--- src/rtl/riscv_iter_alu.sv ---
// Multi-cycle RV32I/RV64I integer ALU: single-cycle add/sub/logic/compare,
// iterative shifter moving SHIFT_STEP bits per cycle, valid/ready on both sides.
module riscv_iter_alu #(
    parameter int  XLEN       = 32,
    parameter int  SHIFT_STEP = 1,
    localparam int SHAMT_W    = $clog2(XLEN)
) (
    input  logic            clk,
    input  logic            rst_n,
    input  logic            flush,
    input  logic            in_valid,
    output logic            in_ready,
    input  logic [2:0]      funct3,
    input  logic            alt,
    input  logic [XLEN-1:0] op_a,
    input  logic [XLEN-1:0] op_b,
    output logic            out_valid,
    input  logic            out_ready,
    output logic [XLEN-1:0] result,
    output logic            busy
);

    typedef enum logic [1:0] {
        S_IDLE,
        S_SHIFT,
        S_DONE
    } state_t;

    localparam logic [SHAMT_W-1:0] STEP_C = SHAMT_W'(SHIFT_STEP);

    state_t              state_reg, state_next;
    logic [XLEN-1:0]     result_reg;
    logic [XLEN-1:0]     work_reg;
    logic [SHAMT_W-1:0]  remaining_reg;
    logic                left_reg;
    logic                arith_reg;

    logic                accept;
    logic                is_shift;
    logic                long_shift;
    logic [SHAMT_W-1:0]  shamt;
    logic [XLEN-1:0]     alu_value;
    logic [SHAMT_W-1:0]  step;
    logic [SHAMT_W-1:0]  remaining_next;
    logic [XLEN-1:0]     shifted;

    assign in_ready  = (state_reg == S_IDLE) || ((state_reg == S_DONE) && out_ready);
    assign accept    = in_valid && in_ready && !flush;
    assign out_valid = (state_reg == S_DONE);
    assign busy      = (state_reg == S_SHIFT);
    assign result    = result_reg;

    assign is_shift   = (funct3 == 3'b001) || (funct3 == 3'b101);
    assign shamt      = op_b[SHAMT_W-1:0];
    assign long_shift = is_shift && (shamt != '0);

    // Single-cycle datapath; shift codes pass op_a through for the shamt=0 case.
    always_comb begin
        alu_value = '0;
        case (funct3)
            3'b000:  alu_value = alt ? (op_a - op_b) : (op_a + op_b);
            3'b010:  alu_value = {{(XLEN-1){1'b0}}, ($signed(op_a) < $signed(op_b))};
            3'b011:  alu_value = {{(XLEN-1){1'b0}}, (op_a < op_b)};
            3'b100:  alu_value = op_a ^ op_b;
            3'b110:  alu_value = op_a | op_b;
            3'b111:  alu_value = op_a & op_b;
            default: alu_value = op_a;
        endcase
    end

    // One shift iteration; the last step may be shorter than SHIFT_STEP.
    always_comb begin
        step           = (remaining_reg >= STEP_C) ? STEP_C : remaining_reg;
        remaining_next = remaining_reg - step;
        if (left_reg)
            shifted = work_reg << step;
        else if (arith_reg)
            shifted = $signed(work_reg) >>> step;
        else
            shifted = work_reg >> step;
    end

    always_comb begin
        state_next = state_reg;
        case (state_reg)
            S_IDLE: begin
                if (accept)
                    state_next = long_shift ? S_SHIFT : S_DONE;
            end
            S_SHIFT: begin
                if (remaining_next == '0)
                    state_next = S_DONE;
            end
            S_DONE: begin
                if (accept)
                    state_next = long_shift ? S_SHIFT : S_DONE;
                else if (out_ready)
                    state_next = S_IDLE;
            end
            default: state_next = S_IDLE;
        endcase
        if (flush)
            state_next = S_IDLE;
    end

    always_ff @(posedge clk or negedge rst_n) begin
        if (!rst_n)
            state_reg <= S_IDLE;
        else
            state_reg <= state_next;
    end

    // Result only changes on completion; a flush leaves it untouched.
    always_ff @(posedge clk or negedge rst_n) begin
        if (!rst_n) begin
            result_reg    <= '0;
            work_reg      <= '0;
            remaining_reg <= '0;
            left_reg      <= 1'b0;
            arith_reg     <= 1'b0;
        end else if (flush) begin
            remaining_reg <= '0;
        end else if (accept) begin
            work_reg      <= op_a;
            remaining_reg <= long_shift ? shamt : '0;
            left_reg      <= (funct3 == 3'b001);
            arith_reg     <= alt;
            if (!long_shift)
                result_reg <= alu_value;
        end else if (state_reg == S_SHIFT) begin
            work_reg      <= shifted;
            remaining_reg <= remaining_next;
            if (remaining_next == '0)
                result_reg <= shifted;
        end
    end

endmodule

--- config.mk ---
export PLATFORM = sky130hd
export DESIGN_NAME = riscv_iter_alu
export DESIGN_NICKNAME = d
export VERILOG_FILES = /design/src/rtl/riscv_iter_alu.sv
export SDC_FILE = /design/constraint.sdc
export NUM_CORES = 1
export LEC_CHECK = 0
export ABC_AREA = 1
export BUFFER_PORTS_ARGS = -buffer_cell sky130_fd_sc_hd__buf_2
export CAP_MARGIN = 20
export CORE_ASPECT_RATIO = 0.9
export CORE_MARGIN = 8
export CORE_UTILIZATION = 58
export CTS_BUF_LIST = sky130_fd_sc_hd__clkbuf_8
export CTS_CLUSTER_DIAMETER = 80
export DETAILED_ROUTE_END_ITERATION = 16
export PLACE_DENSITY = 0.86
export SYNTH_ARGS = -nofsm -noshare
export SYNTH_HDL_FRONTEND = slang
export SYNTH_SLANG_ARGS = --single-unit
--- constraint.sdc ---
create_clock -name clk -period 5.01 [get_ports clk]
set_input_delay 0.2505 -clock clk [delete_from_list [all_inputs] [get_ports clk]]
set_output_delay 0.2505 -clock clk [all_outputs]
set_load 0.02 [all_outputs]
# == After elaboration in Yosys (flattened, before gate mapping) ==
# Cells that the tools add are included.
# word_totals
reg_bits,73
inputBits,73
out_inout_bits,35
word_cells,72
# op_classes
addsub,3
order_cmp,3
eq_ne,13
n_shift,3
mux,22
n_bitwise,4
n_reduce_logical,18
# ops
operator,n
two-way mux 32 bit,9
one-hot mux 32 bit (6 select lines),1
less-than comparator 32 bit,2
adder 32 bit,1
bitwise AND 32 bit,1
OR 32 bit,1
left shift 32 x 5 -> 32 bit,1
right shift 32 x 5 -> 32 bit,1
>>> shifter 32 x 5 -> 32 bit,1
subtractor 32 bit,1
XOR 32 bit,1
two-way mux 5 bit,5
== test 3 bit (second input constant),4
two-way mux 2 bit,6
== test 3 x 2 -> 1 bit (second input constant),2
one-hot mux 2 bit (3 select lines),1
greater-or-equal comparator 5 x 1 -> 1 bit (second input constant),1
logical NOT 5 bit,1
nonzero test 5 bit,1
subtractor 5 bit,1
logical AND 1 bit,4
!= test 4 x 2 -> 1 bit (second input constant),1
AND reduction 2 bit,2
AND reduction 4 bit,1
14 further kinds,16

# == Longest topological paths before layout ==
# depth
ltp_word,8
ltp_mapped,20
depth_no_buf,19

# == Worst setup path before layout ==
# OpenSTA, ideal clock, no wires.
# synth_timing
kind,flip-flop to flip-flop
startpoint,reg remaining_reg[0]
endpoint,"reg result_reg[27], in the netlist result[27]"
setup_ps,120
t_arrival_ps,1950
required_time_ps,4890
slack_ps,2941
path_stages_with_launch,15
path_buffers,1
period_less_slack_ps,2069
path_cell_list,dfrtp_1 nor3_2 nand2_1 inv_2 nor2_2 ha_1 xnor2_1 inv_1 nor3_2 nand3_1 nand2_2 nand2_4 buf_2 nor2_1 a21oi_2
# synth_via
elab_chain_len,8
word_cells_on_any_way,14
classes_between,add/sub: 1; order compare: 1; shift: 3; mux: 6; reduce/logical: 3
# synth_lines
item,line_no,source
start: declaration,34,logic [SHAMT_W-1:0] remaining_reg;
start signal: assignment,125,remaining_reg <= long_shift ? shamt : '0;
start signal: assignment,132,remaining_reg <= remaining_next;
greater-or-equal comparator 5 x 1 -> 1 bit,73,step = (remaining_reg >= STEP_C) ? STEP_C : remaining_reg;
two-way mux 5 bit,73,
right shift 32 x 5 -> 32 bit / >>> shifter 32 x 5 -> 32 bit (equally long branches),"80, 78",
two-way mux 32 bit,77,else if (arith_reg)
two-way mux 32 bit,75,if (left_reg)
two-way mux 32 bit,133,if (remaining_next == '0)
two-way mux 32 bit,130,end else if (state_reg == S_SHIFT) begin
two-way mux 32 bit,123,end else if (accept) begin
end signal: assignment,129,result_reg <= alu_value;
end signal: assignment,134,result_reg <= shifted;
end: declaration,32,logic [XLEN-1:0] result_reg;
# Several ways; a longest one is shown, not always the timed one. The select of a mux whose other input is x is not followed.
# A chain may end at the register's enable or synchronous reset.

# == Worst setup path in the final report ==
# layout_timing
startpoint,reg remaining_reg[0]
endpoint,"reg result_reg[12], in the netlist result[12]"
# The elaborated chain is that of the path after synthesis.

==> results.json <==
{
  "timing.final.ws_setup_ns": 1.643,
  "cts.sinks": 73,
  "grt_overflow_total": 0,
  "swShare": 0.5432,
  "grt_pass1_wl_microns": 63620,
  "wl_microns": 41410,
  "chipHeight_microns": 145.4,
  "rsz0062_at_grt": "false",
  "p_per_area_nw_per_um2": 371.3,
  "crit_slowest_cell": "buf_4",
  "root_buffer": "clkbuf_8",
  "synth_seq_area_share": 0.1694,
  "static-leakage-power_uw": 0.006341,
  "dr_wl_met3_microns": 4232,
  "htree_levels": 3,
  "drv_cap": 0,
  "synth_ff_type": "dfrtp_1",
  "path_clk_slew_ns": 0.07,
  "wl_per_cell_microns": 18.92,
  "diodes": 0,
  "tns_ns": 0,
  "design_area_sq_um": 11440,
  "nets": 2114,
  "post-route-period-util": 0.6721,
  "yosysWarnings": 0,
  "comb_power_share": 0.647,
  "fmax_mhz": 297.0,
  "cp_common_cell": "nor3_2",
  "drt-pass1-iter-count": 7,
  "synth.most_common_cell": "nand2_1",
  "crit_path_end_kind": "flop",
  "hpwl_microns": 32740,
  "syn_to_final_growth_pct": 6.044,
  "synth.avg_cell_area_sq_um": 5.697,
  "path_class": "flop to flop",
  "synth_area_leaders": "nand2_1 22%, dfrtp_1 17%, ha_1 11%",
  "synth_seq_cells": 73,
  "rows": 47,
  "vias_per_cell": 5.804,
  "clock_power_share": 0.093,
  "wl_met1_microns": 17470,
  "slowest_delay_ns": 0.44,
  "antenna_found_initial": 0,
  "worstReg2RegStart": "remaining_reg[0]$_DFFE_PN0P_",
  "vias": 12700,
  "gp_congestion": 1.029,
  "synthCells": 1893,
  "clock_path_buffers": 2,
  "cts_hold_buf": 0,
  "critPathMaxFanout": 58,
  "synth_top_area_frac": 0.2168,
  "crit_path_cell_trace": "nor3_2 -> nand2_1 -> buf_4 -> inv_2 -> nor2_2 -> ha_1 -> xnor2_1 -> inv_1 -> nor3_2 -> nand3_1 -> nand2_2 -> nand2_4 -> inv_4 -> nor2_1 -> a21oi_1",
  "syn_area_sq_um": 10790,
  "slew_headroom": 0.2946,
  "cts_setup_buffers": 0,
  "setup_viol": 0,
  "ys_types": 45,
  "cts-resized-gates": 0,
  "highest-signal-layer": "met4",
  "r2r-end": "result[12]$_DFFE_PN0P_",
  "ant_nets": 0,
  "worst_pin_slew_ns": 1.052,
  "grt_use_total": 0.3431,
  "p_sw_uw": 2307,
  "required_ns": 5.27,
  "drive_gt1_frac": 0.08801,
  "power_frac_seq": 0.260,
  "nFillCells": 1848,
  "synth_edf_count": 0,
  "clkLatencyLatePin_ns": 0.35,
  "wl_met2_microns": 17390,
  "cts_buffers": 9,
  "grt_max_degree": 74,
  "yosys.area.top_type": "nand2_1",
  "hold_viol": 0,
  "final_max_slew_viol_count": 0,
  "hold_path_class": "input port to asynchronous set/reset pin",
  "first_iter_violations": 1614,
  "finClkSkew_ns": 0.007900,
  "drc": 0,
  "synth.top_cells.by_count": "623 x nand2_1, 308 x inv_1, 175 x nor2_1, 121 x a21oi_1, 116 x nand3_1",
  "synth_nets": 2066,
  "fin_crit_ns": 3.367,
  "die_w_microns": 159.7,
  "status": "complete, no violations",
  "start_util": 0.5897,
  "arrival_ns": 3.63,
  "start_kind": "flop",
  "num_io_pins": 108,
  "cts_tree": "yes",
  "rrSetupSlack_ns": 1.64,
  "p_total_uw": 4246,
  "ir_worst_vdd_mv": 0.4623,
  "coreArea_sq_um": 18290,
  "synthArstFlopShare": 1.000,
  "dieArea_sq_um": 23220,
  "post-place-ws_ns": 1.789,
  "io_buffers": 107,
  "r2r_cells": 15,
  "grt_pass1_vias": 11386,
  "placed_area_sq_um": 11290,
  "internal-power_uw": 1940
}
==> cell usage in the layout, fill, tap and decap left out, drive strengths merged, types with 10 or more instances in the layout <==
cell type  count
o221ai        10
nand2        634
o21ai         63
dfrtp         73
nand4         26
o22ai         30
a31oi         24
ha            98
o211ai        39
a21oi        124
inv          317
clkbuf        10
buf          117
nor3          25
nor2         181
a211oi        12
nand3        118
==> power groups by stage <==
stage	Clock [uW]	Combinational (uW)	Sequential, uW
floorplan	0	1860	1210
global placement	0	2610	1100
detailed placement	0	2680	1100
CTS	394	2700	1090
global route	422	3030	1130
finish	395	2750	1100
==> logic make-up (layout without fill, tap and decap cells) <==
logic type	Yosys count	in the layout	synth area share
adder cells (fa/ha/maj)	100	100	0.1174
buffers and inverters	398	448	0.1503
AO/OA/AOI/OAI	320	320	0.1763
AND/OR/NAND/NOR	1000	1000	0.3849
flip-flops	73	73	0.1694
XOR/XNOR	2	2	0.001624
==> stage by stage <==
| stage | hold slack, ns | utilization | instances |
|---|---|---|---|
| 6_report | 0.01522 | 0.6254 | 2188 |
| 3_3_place_gp | 0.4383 | 0.6172 | 2175 |
| 3_5_place_dp | 0.4433 | 0.6172 | 2175 |
| 2_1_floorplan | -0.04509 | - | 1893 |
| 5_1_grt | 0.09821 | 0.6254 | 2188 |
| 4_1_cts | 0.06370 | 0.6254 | 2188 |
==> per-layer routing <==
layer | vias to the layer above | GRT usage
li1 | 6137 | -
met1 | 5645 | 0.4675
met2 | 795 | 0.5119
met3 | 123 | 0.06278
met4 | 0 | 0.1692
met5 | - | 0
==> critical path, delay by kind of cell, from the launching register on <==
| kind | cells | cell delay (ns) |
|---|---|---|
| compound gates | 1 | 0.18 |
| flops | 1 | 0.40 |
| fa+ha+maj | 1 | 0.22 |
| buf+inv | 4 | 1.20 |
| xor+xnor | 1 | 0.12 |
| simple gates | 8 | 1.12 |
==> layout make-up <==
cell class / instances / area, sq um / share of cell area
tap: 245 / 306.5 / 0.02680
inverter: 318 / 1196 / 0.1046
clock buffer: 10 / 137.6 / 0.01203
clock inverter: 3 / 12.51 / 0.001094
multi-input combinational: 1422 / 7345 / 0.6422
timing repair buffer: 117 / 613.1 / 0.05360
sequential: 73 / 1827 / 0.1597
==> how the worst max path moves through the flow <==
stage,slack (ns),cells past startpoint,endpoint,startpoint
finish,1.64,15,result[12]$_DFFE_PN0P_,remaining_reg[0]$_DFFE_PN0P_
global route,1.44,15,result[12]$_DFFE_PN0P_,remaining_reg[0]$_DFFE_PN0P_
floorplan,2.94,14,result[27]$_DFFE_PN0P_,remaining_reg[0]$_DFFE_PN0P_
global placement,1.93,15,result[5]$_DFFE_PN0P_,remaining_reg[0]$_DFFE_PN0P_
CTS,1.73,15,result[3]$_DFFE_PN0P_,remaining_reg[0]$_DFFE_PN0P_
detailed placement,1.79,15,result[25]$_DFFE_PN0P_,remaining_reg[0]$_DFFE_PN0P_
Note: power is estimated with default switching activity, not from simulation.
